## src/rtl/noc_rf_pkg.sv

```systemverilog
// Shared constants, write-port record and parity helper for the NoC PE register file.
package noc_rf_pkg;

    localparam int RF_DATA_W_DEF = 32;
    localparam int RF_DEPTH_DEF  = 32;

    // Write records are sized for the widest supported configuration; users cast down.
    localparam int RF_DATA_W_MAX = 128;
    localparam int RF_ADDR_W_MAX = 16;

    typedef struct packed {
        logic                     en;
        logic [RF_ADDR_W_MAX-1:0] addr;
        logic [RF_DATA_W_MAX-1:0] data;
    } rf_wr_t;

    // Even parity: zero-extension of narrower words does not change the result.
    function automatic logic rf_parity(input logic [RF_DATA_W_MAX-1:0] d);
        return ^d;
    endfunction

endpackage

```

## src/rtl/rf_scoreboard.sv

```systemverilog
// Per-register busy bits for pending long-latency writes: reserve sets, wp1 commit clears.
module rf_scoreboard #(
    parameter  int DEPTH    = 32,
    parameter  int ZERO_REG = 1,
    localparam int ADDR_W   = $clog2(DEPTH)
) (
    input  logic              clk,
    input  logic              rst_n,
    input  logic              rsv_en,
    input  logic [ADDR_W-1:0] rsv_addr,
    input  logic              clr_en,
    input  logic [ADDR_W-1:0] clr_addr,
    output logic [DEPTH-1:0]  busy_nxt,
    output logic [DEPTH-1:0]  busy_vec
);

    // A reservation landing in the same cycle as a clear wins: it is a newer request.
    always_comb begin
        busy_nxt = busy_vec;
        for (int i = 0; i < DEPTH; i++) begin
            if ((ZERO_REG != 0) && (i == 0))
                busy_nxt[i] = 1'b0;
            else if (rsv_en && (rsv_addr == ADDR_W'(i)))
                busy_nxt[i] = 1'b1;
            else if (clr_en && (clr_addr == ADDR_W'(i)))
                busy_nxt[i] = 1'b0;
        end
    end

    always_ff @(posedge clk) begin
        if (!rst_n)
            busy_vec <= '0;
        else
            busy_vec <= busy_nxt;
    end

endmodule

```

## src/rtl/regfile_mp_sb.sv

```systemverilog
// Multi-port register file with a handshaked second write port, write-first bypass
// and busy scoreboard. Optional entry parity and rd_perr output under RF_PARITY_EN.
module regfile_mp_sb
    import noc_rf_pkg::*;
#(
    parameter  int DATA_W   = RF_DATA_W_DEF,
    parameter  int DEPTH    = RF_DEPTH_DEF,
    parameter  int NUM_RD   = 2,
    parameter  int ZERO_REG = 1,
    localparam int ADDR_W   = $clog2(DEPTH)
) (
    input  logic                     clk,
    input  logic                     rst_n,
    input  logic [NUM_RD*ADDR_W-1:0] rd_addr,
    output logic [NUM_RD*DATA_W-1:0] rd_data,
    output logic [NUM_RD-1:0]        rd_busy,
    input  logic                     wp0_en,
    input  logic [ADDR_W-1:0]        wp0_addr,
    input  logic [DATA_W-1:0]        wp0_data,
    input  logic                     wp1_valid,
    output logic                     wp1_ready,
    input  logic [ADDR_W-1:0]        wp1_addr,
    input  logic [DATA_W-1:0]        wp1_data,
    input  logic                     rsv_en,
    input  logic [ADDR_W-1:0]        rsv_addr,
`ifdef RF_PARITY_EN
    output logic [NUM_RD-1:0]        rd_perr,
`endif
    output logic [DEPTH-1:0]         busy_vec
);

    logic [DATA_W-1:0]        mem [DEPTH];
    rf_wr_t                   w0;
    rf_wr_t                   w1;
    logic                     w0_we;
    logic                     w1_we;
    logic [ADDR_W-1:0]        w0_a;
    logic [ADDR_W-1:0]        w1_a;
    logic [DATA_W-1:0]        w0_d;
    logic [DATA_W-1:0]        w1_d;
    logic [DEPTH-1:0]         busy_nxt;
    logic [NUM_RD*DATA_W-1:0] rd_data_nxt;
    logic [NUM_RD-1:0]        rd_busy_nxt;

    function automatic logic is_zero(input logic [ADDR_W-1:0] a);
        return (ZERO_REG != 0) && (a == '0);
    endfunction

    // wp0 always wins an address collision; wp1 simply waits.
    assign wp1_ready = rst_n & ~(wp0_en & (wp0_addr == wp1_addr));

    always_comb begin
        w0      = '0;
        w0.en   = wp0_en;
        w0.addr = RF_ADDR_W_MAX'(wp0_addr);
        w0.data = RF_DATA_W_MAX'(wp0_data);
        w1      = '0;
        w1.en   = wp1_valid & wp1_ready;
        w1.addr = RF_ADDR_W_MAX'(wp1_addr);
        w1.data = RF_DATA_W_MAX'(wp1_data);
    end

    assign w0_a  = ADDR_W'(w0.addr);
    assign w1_a  = ADDR_W'(w1.addr);
    assign w0_d  = DATA_W'(w0.data);
    assign w1_d  = DATA_W'(w1.data);
    assign w0_we = w0.en & ~is_zero(w0_a);
    assign w1_we = w1.en & ~is_zero(w1_a);

    rf_scoreboard #(
        .DEPTH    (DEPTH),
        .ZERO_REG (ZERO_REG)
    ) u_sb (
        .clk      (clk),
        .rst_n    (rst_n),
        .rsv_en   (rsv_en),
        .rsv_addr (rsv_addr),
        .clr_en   (w1_we),
        .clr_addr (w1_a),
        .busy_nxt (busy_nxt),
        .busy_vec (busy_vec)
    );

    always_ff @(posedge clk) begin
        if (!rst_n) begin
            for (int i = 0; i < DEPTH; i++)
                mem[i] <= '0;
        end else begin
            if (w0_we)
                mem[w0_a] <= w0_d;
            if (w1_we)
                mem[w1_a] <= w1_d;
        end
    end

`ifdef RF_PARITY_EN
    logic              par [DEPTH];
    logic [NUM_RD-1:0] rd_perr_nxt;

    always_ff @(posedge clk) begin
        if (!rst_n) begin
            for (int i = 0; i < DEPTH; i++)
                par[i] <= 1'b0;
        end else begin
            if (w0_we)
                par[w0_a] <= rf_parity(w0.data);
            if (w1_we)
                par[w1_a] <= rf_parity(w1.data);
        end
    end
`endif

    for (genvar k = 0; k < NUM_RD; k++) begin : g_rd
        logic [ADDR_W-1:0] ra;
        logic              hit0;
        logic              hit1;

        assign ra   = rd_addr[k*ADDR_W +: ADDR_W];
        assign hit0 = w0_we && (w0_a == ra);
        assign hit1 = w1_we && (w1_a == ra);

        assign rd_data_nxt[k*DATA_W +: DATA_W] = is_zero(ra) ? '0   :
                                                 hit0        ? w0_d :
                                                 hit1        ? w1_d : mem[ra];
        assign rd_busy_nxt[k] = busy_nxt[ra];
`ifdef RF_PARITY_EN
        // Bypassed data never touched the array, so there is nothing to check yet.
        assign rd_perr_nxt[k] = ~(hit0 | hit1) &
                                (rf_parity(RF_DATA_W_MAX'(mem[ra])) != par[ra]);
`endif
    end

    always_ff @(posedge clk) begin
        if (!rst_n) begin
            rd_data <= '0;
            rd_busy <= '0;
        end else begin
            rd_data <= rd_data_nxt;
            rd_busy <= rd_busy_nxt;
        end
    end

`ifdef RF_PARITY_EN
    always_ff @(posedge clk) begin
        if (!rst_n)
            rd_perr <= '0;
        else
            rd_perr <= rd_perr_nxt;
    end
`endif

endmodule

```

## config.mk

```make
export PLATFORM = sky130hd
export DESIGN_NAME = regfile_mp_sb
export DESIGN_NICKNAME = d
export VERILOG_FILES = /design/src/rtl/noc_rf_pkg.sv /design/src/rtl/rf_scoreboard.sv /design/src/rtl/regfile_mp_sb.sv
export SDC_FILE = /design/constraint.sdc
export NUM_CORES = 2
export LEC_CHECK = 0
export CAP_MARGIN = 15
export CORE_UTILIZATION = 59
export CTS_CLUSTER_SIZE = 24
export DETAILED_ROUTE_END_ITERATION = 8
export MAX_ROUTING_LAYER = met4
export PLACE_DENSITY = 0.8
export REMOVE_ABC_BUFFERS = 1
export SYNTH_ARGS = -nofsm -noshare
export SYNTH_HDL_FRONTEND = slang
export SYNTH_HIERARCHICAL = 1
export SYNTH_SLANG_ARGS = --single-unit
```

## constraint.sdc

```tcl
create_clock -name clk -period 4.43 [get_ports clk]
set_clock_uncertainty 0.1 [all_clocks]
set_input_delay 0.6645 -clock clk [delete_from_list [all_inputs] [get_ports clk]]
set_output_delay 0.6645 -clock clk [all_outputs]
set_load 0.1 [all_outputs]
```

==> flow_summary.json <==
{
  "grt_pass1_vias": 52300,
  "worst_pin_slew_ns": 1.44,
  "ff2ff_setup_slack_ns": 1.30,
  "io_buffers": 191,
  "drc_errors": 0,
  "synth_compound_area_share_pct": 22.2,
  "min_path_cells": 1,
  "antenna_found_initial": 9,
  "total_leakage_power_uw": 0.0268,
  "synth_top_family_by_area": "compound AO/OA/AOI/OAI gates",
  "dp_hpwl_mm": 150,
  "p_int_uw": 19100,
  "detail_route.iter0.violations": 9828,
  "core_region_area_mm2": 0.107,
  "die_height_um": 331,
  "initial_core_util_pct": 59.6,
  "p_clk_share_pct": 37.0,
  "holdBufCountCts": 0,
  "clock_latency_ns": 0.76,
  "io_pins": 193,
  "crit_path_start_kind": "input port",
  "pwr_density_cell_mw_per_mm2": 370,
  "yosysWarningCount": 6,
  "critPathMaxStageDelay_ns": 1.00,
  "ant_nets": 0,
  "die-area_mm2": 0.110,
  "synthSimpleGateAreaFrac_pct": 4.23,
  "multi_input_area_mm2": 0.0287,
  "synth-xor-area-share_pct": 0.343,
  "nets": 5182,
  "crit_buf_inv": 2,
  "ff_latch_area_mm2": 0.0327,
  "ys.flop_type": "edfxtp_1",
  "synth_area_leaders": "edfxtp_1 48%, mux2i_1 14%, a22o_1 14%, dfxtp_1 3.0%, mux4_2 2.8%",
  "clkTransAtPathRegs_ns": 0.07,
  "syn_avg_cell_area_um2": 12.5,
  "relSlewSlack_pct": 3.22,
  "slew_viol_final": 0,
  "synth_cell_type_count": 66,
  "cts_buffers": 116,
  "worstPathArrival_ns": 4.47,
  "grt.total_usage_pct": 47.1,
  "fin_setup_tns_ns": 0,
  "synthArstFlopShare_pct": 0,
  "viasPerCell": 8.11,
  "comb_power_share_pct": 16.0,
  "cts_tree": "built",
  "routabilityCongestion": 1.01,
  "r2r_cells": 6,
  "cts_resized": 0,
  "synth_edf_count": 1024,
  "muxShareOfSynthArea_pct": 16.9,
  "cp.depth": 8,
  "finalHoldViolCount": 0,
  "syn_to_final_growth_pct": 13.0,
  "drive_gt1_share_pct": 15.2,
  "grt_pass1_wl_mm": 359,
  "cp_slowest_cell": "nor4_1",
  "htreeDepth": 3,
  "synth_top_area_share_pct": 48.2,
  "fin_crit_ns": 3.99,
  "clockBufferDepth": 3,
  "swShare_pct": 28.6,
  "cts_setup_buffers": 0,
  "status": "complete, no violations",
  "required_ns": 4.91,
  "setup_viol": 0,
  "synth_top_area_cell": "edfxtp_1",
  "utilization_pct": 67.3,
  "power_switching_uw": 7620,
  "vias": 53500,
  "critPathCaptureType": "flop",
  "worst-path-max-fanout": 18,
  "crit_chain": "clkdlybuf4s50_1, nand4bb_2, buf_12, o22ai_1, nor4_1, o21ai_0, a211oi_2, o32ai_1",
  "ir_drop_mv": 0.331,
  "cp_top_family": "simple AND/OR/NAND/NOR gates",
  "wirelength_mm": 254,
  "drt_first_pass_iters": 9,
  "synth_adder_area_share_pct": 0,
  "p_seq_share_pct": 47.1,
  "grt_max_degree": 69,
  "crit_type": "in2reg",
  "yosysSeqAreaShare_pct": 51.2,
  "rsz0062_at_grt": "false",
  "fmax_mhz": 251,
  "die_width_um": 331,
  "cts_root_buf": "clkbuf_16",
  "ys_ff_latch": 1121,
  "grt_remaining_overflow": 0,
  "wire_per_inst_um": 38.4,
  "drv_cap": 0,
  "hold_path_class": "reg2reg",
  "syn_inst": 5113,
  "core.rowCount": 120,
  "n_fill_cell": 7584,
  "fin_crit_sh_pct": 90.0,
  "synth_area_mm2": 0.0638,
  "cts.sinks": 1121
}
## metal layers
metal	track usage, %	up-vias	part of all wire [%]
met5	-	-	0
met4	34.4	0	8.9
met3	18.8	1464	17
met2	64.5	5723	41
met1	56.0	25600	32
li1	-	20700	-
## sequential cells by signal (all words and copies together) (netlist names)
name           cells
rd_busy            2
rd_data           64
mem             1024
u_sb/busy_vec     31
## power by group through the flow
| stage | logic [uW] | clock network [uW] | registers, uW |
|---|---|---|---|
| 2_1_floorplan | 1510 | 0 | 13200 |
| 3_3_place_gp | 3980 | 0 | 12700 |
| 3_5_place_dp | 4030 | 0 | 12800 |
| 4_1_cts | 4060 | 9750 | 12500 |
| 5_1_grt | 4300 | 10200 | 12600 |
| 6_report | 4260 | 9860 | 12600 |
## cells in the final DEF (no fill, tap or decap), types with 34 or more instances in the layout
cell,netlist,routed
clkbuf_1,402,35
edfxtp_1,1024,1024
dfxtp_1,97,97
clkbuf_16,0,121
mux2i_1,896,896
nand2_1,88,88
nand2b_1,76,74
conb_1,2,34
clkdlybuf4s50_1,0,177
nor2_1,136,72
a22o_1,1009,1009
buf_12,0,52
o32ai_1,62,62
nor4_1,64,62
mux4_2,78,78
a211oi_2,41,41
nor2_4,0,64
buf_4,10,293
a221oi_1,66,66
o21ai_0,94,94
a22oi_1,124,124
o22ai_1,252,252
## cell usage after synthesis, drive strengths merged (5+ instances only)
cell type and n:
and2 7, clkbuf 403, nor2b 8, or3 37
mux4 78, nand3 13, nand3b 11, nor4 64
nand2b 76, nand2 88, a22oi 124, a221oi 66
a32o 21, nand4 9, or3b 5, mux2 8
mux2i 896, xnor2 13, inv 33, o21ai 105
nor2 136, dfxtp 97, o22ai 252, nand4bb 6
a21oi 8, o32ai 62, o211ai 20, xor2 12
a211oi 62, a22o 1009, buf 309, edfxtp 1024
nand4b 14
## cell families after synthesis
logic type,Yosys count
xor gates and xnor gates,25
and+or+nand+nor,496
buffers and inverters,745
other,2
muxes,982
DFF,1121
AOI/OAI and AO/OA,1742
## final timing paths
kind / start / endpoint
worst max-delay path: rd_addr[8] / rd_data[61]
worst min-delay path: u_sb/busy_vec[8] / u_sb/busy_vec[8]
worst max register to register: mem[26][29] / rd_data[61]
worst min register to register: u_sb/busy_vec[8] / u_sb/busy_vec[8]
## layout make-up
| class | instances | area share (%) |
|---|---|---|
| multi-input combinational | 3279 | 39.8 |
| timing repair buffer | 537 | 7.08 |
| inverter | 33 | 0.172 |
| antenna | 11 | 0.0382 |
| clock inverter | 51 | 0.598 |
| tap | 1403 | 2.43 |
| sequential | 1121 | 45.3 |
| clock buffer | 167 | 4.59 |
## per-stage QoR
step / worst slack, ns / instance area [um2] / hold WS (ns) / total power, uW / cells
after floorplan: 0.636 / 60900 / 0.667 / 14700 / 4433
after global placement: 0.385 / 68300 / 0.416 / 16700 / 6368
after detailed placement: 0.322 / 68300 / 0.416 / 16800 / 6368
after CTS: 1.08 / 72100 / 0.435 / 26300 / 6586
after global routing: 0.627 / 72100 / 0.454 / 27100 / 6600
final: 0.442 / 72100 / 0.438 / 26700 / 6602
Note: power is estimated with default switching activity, not from simulation.
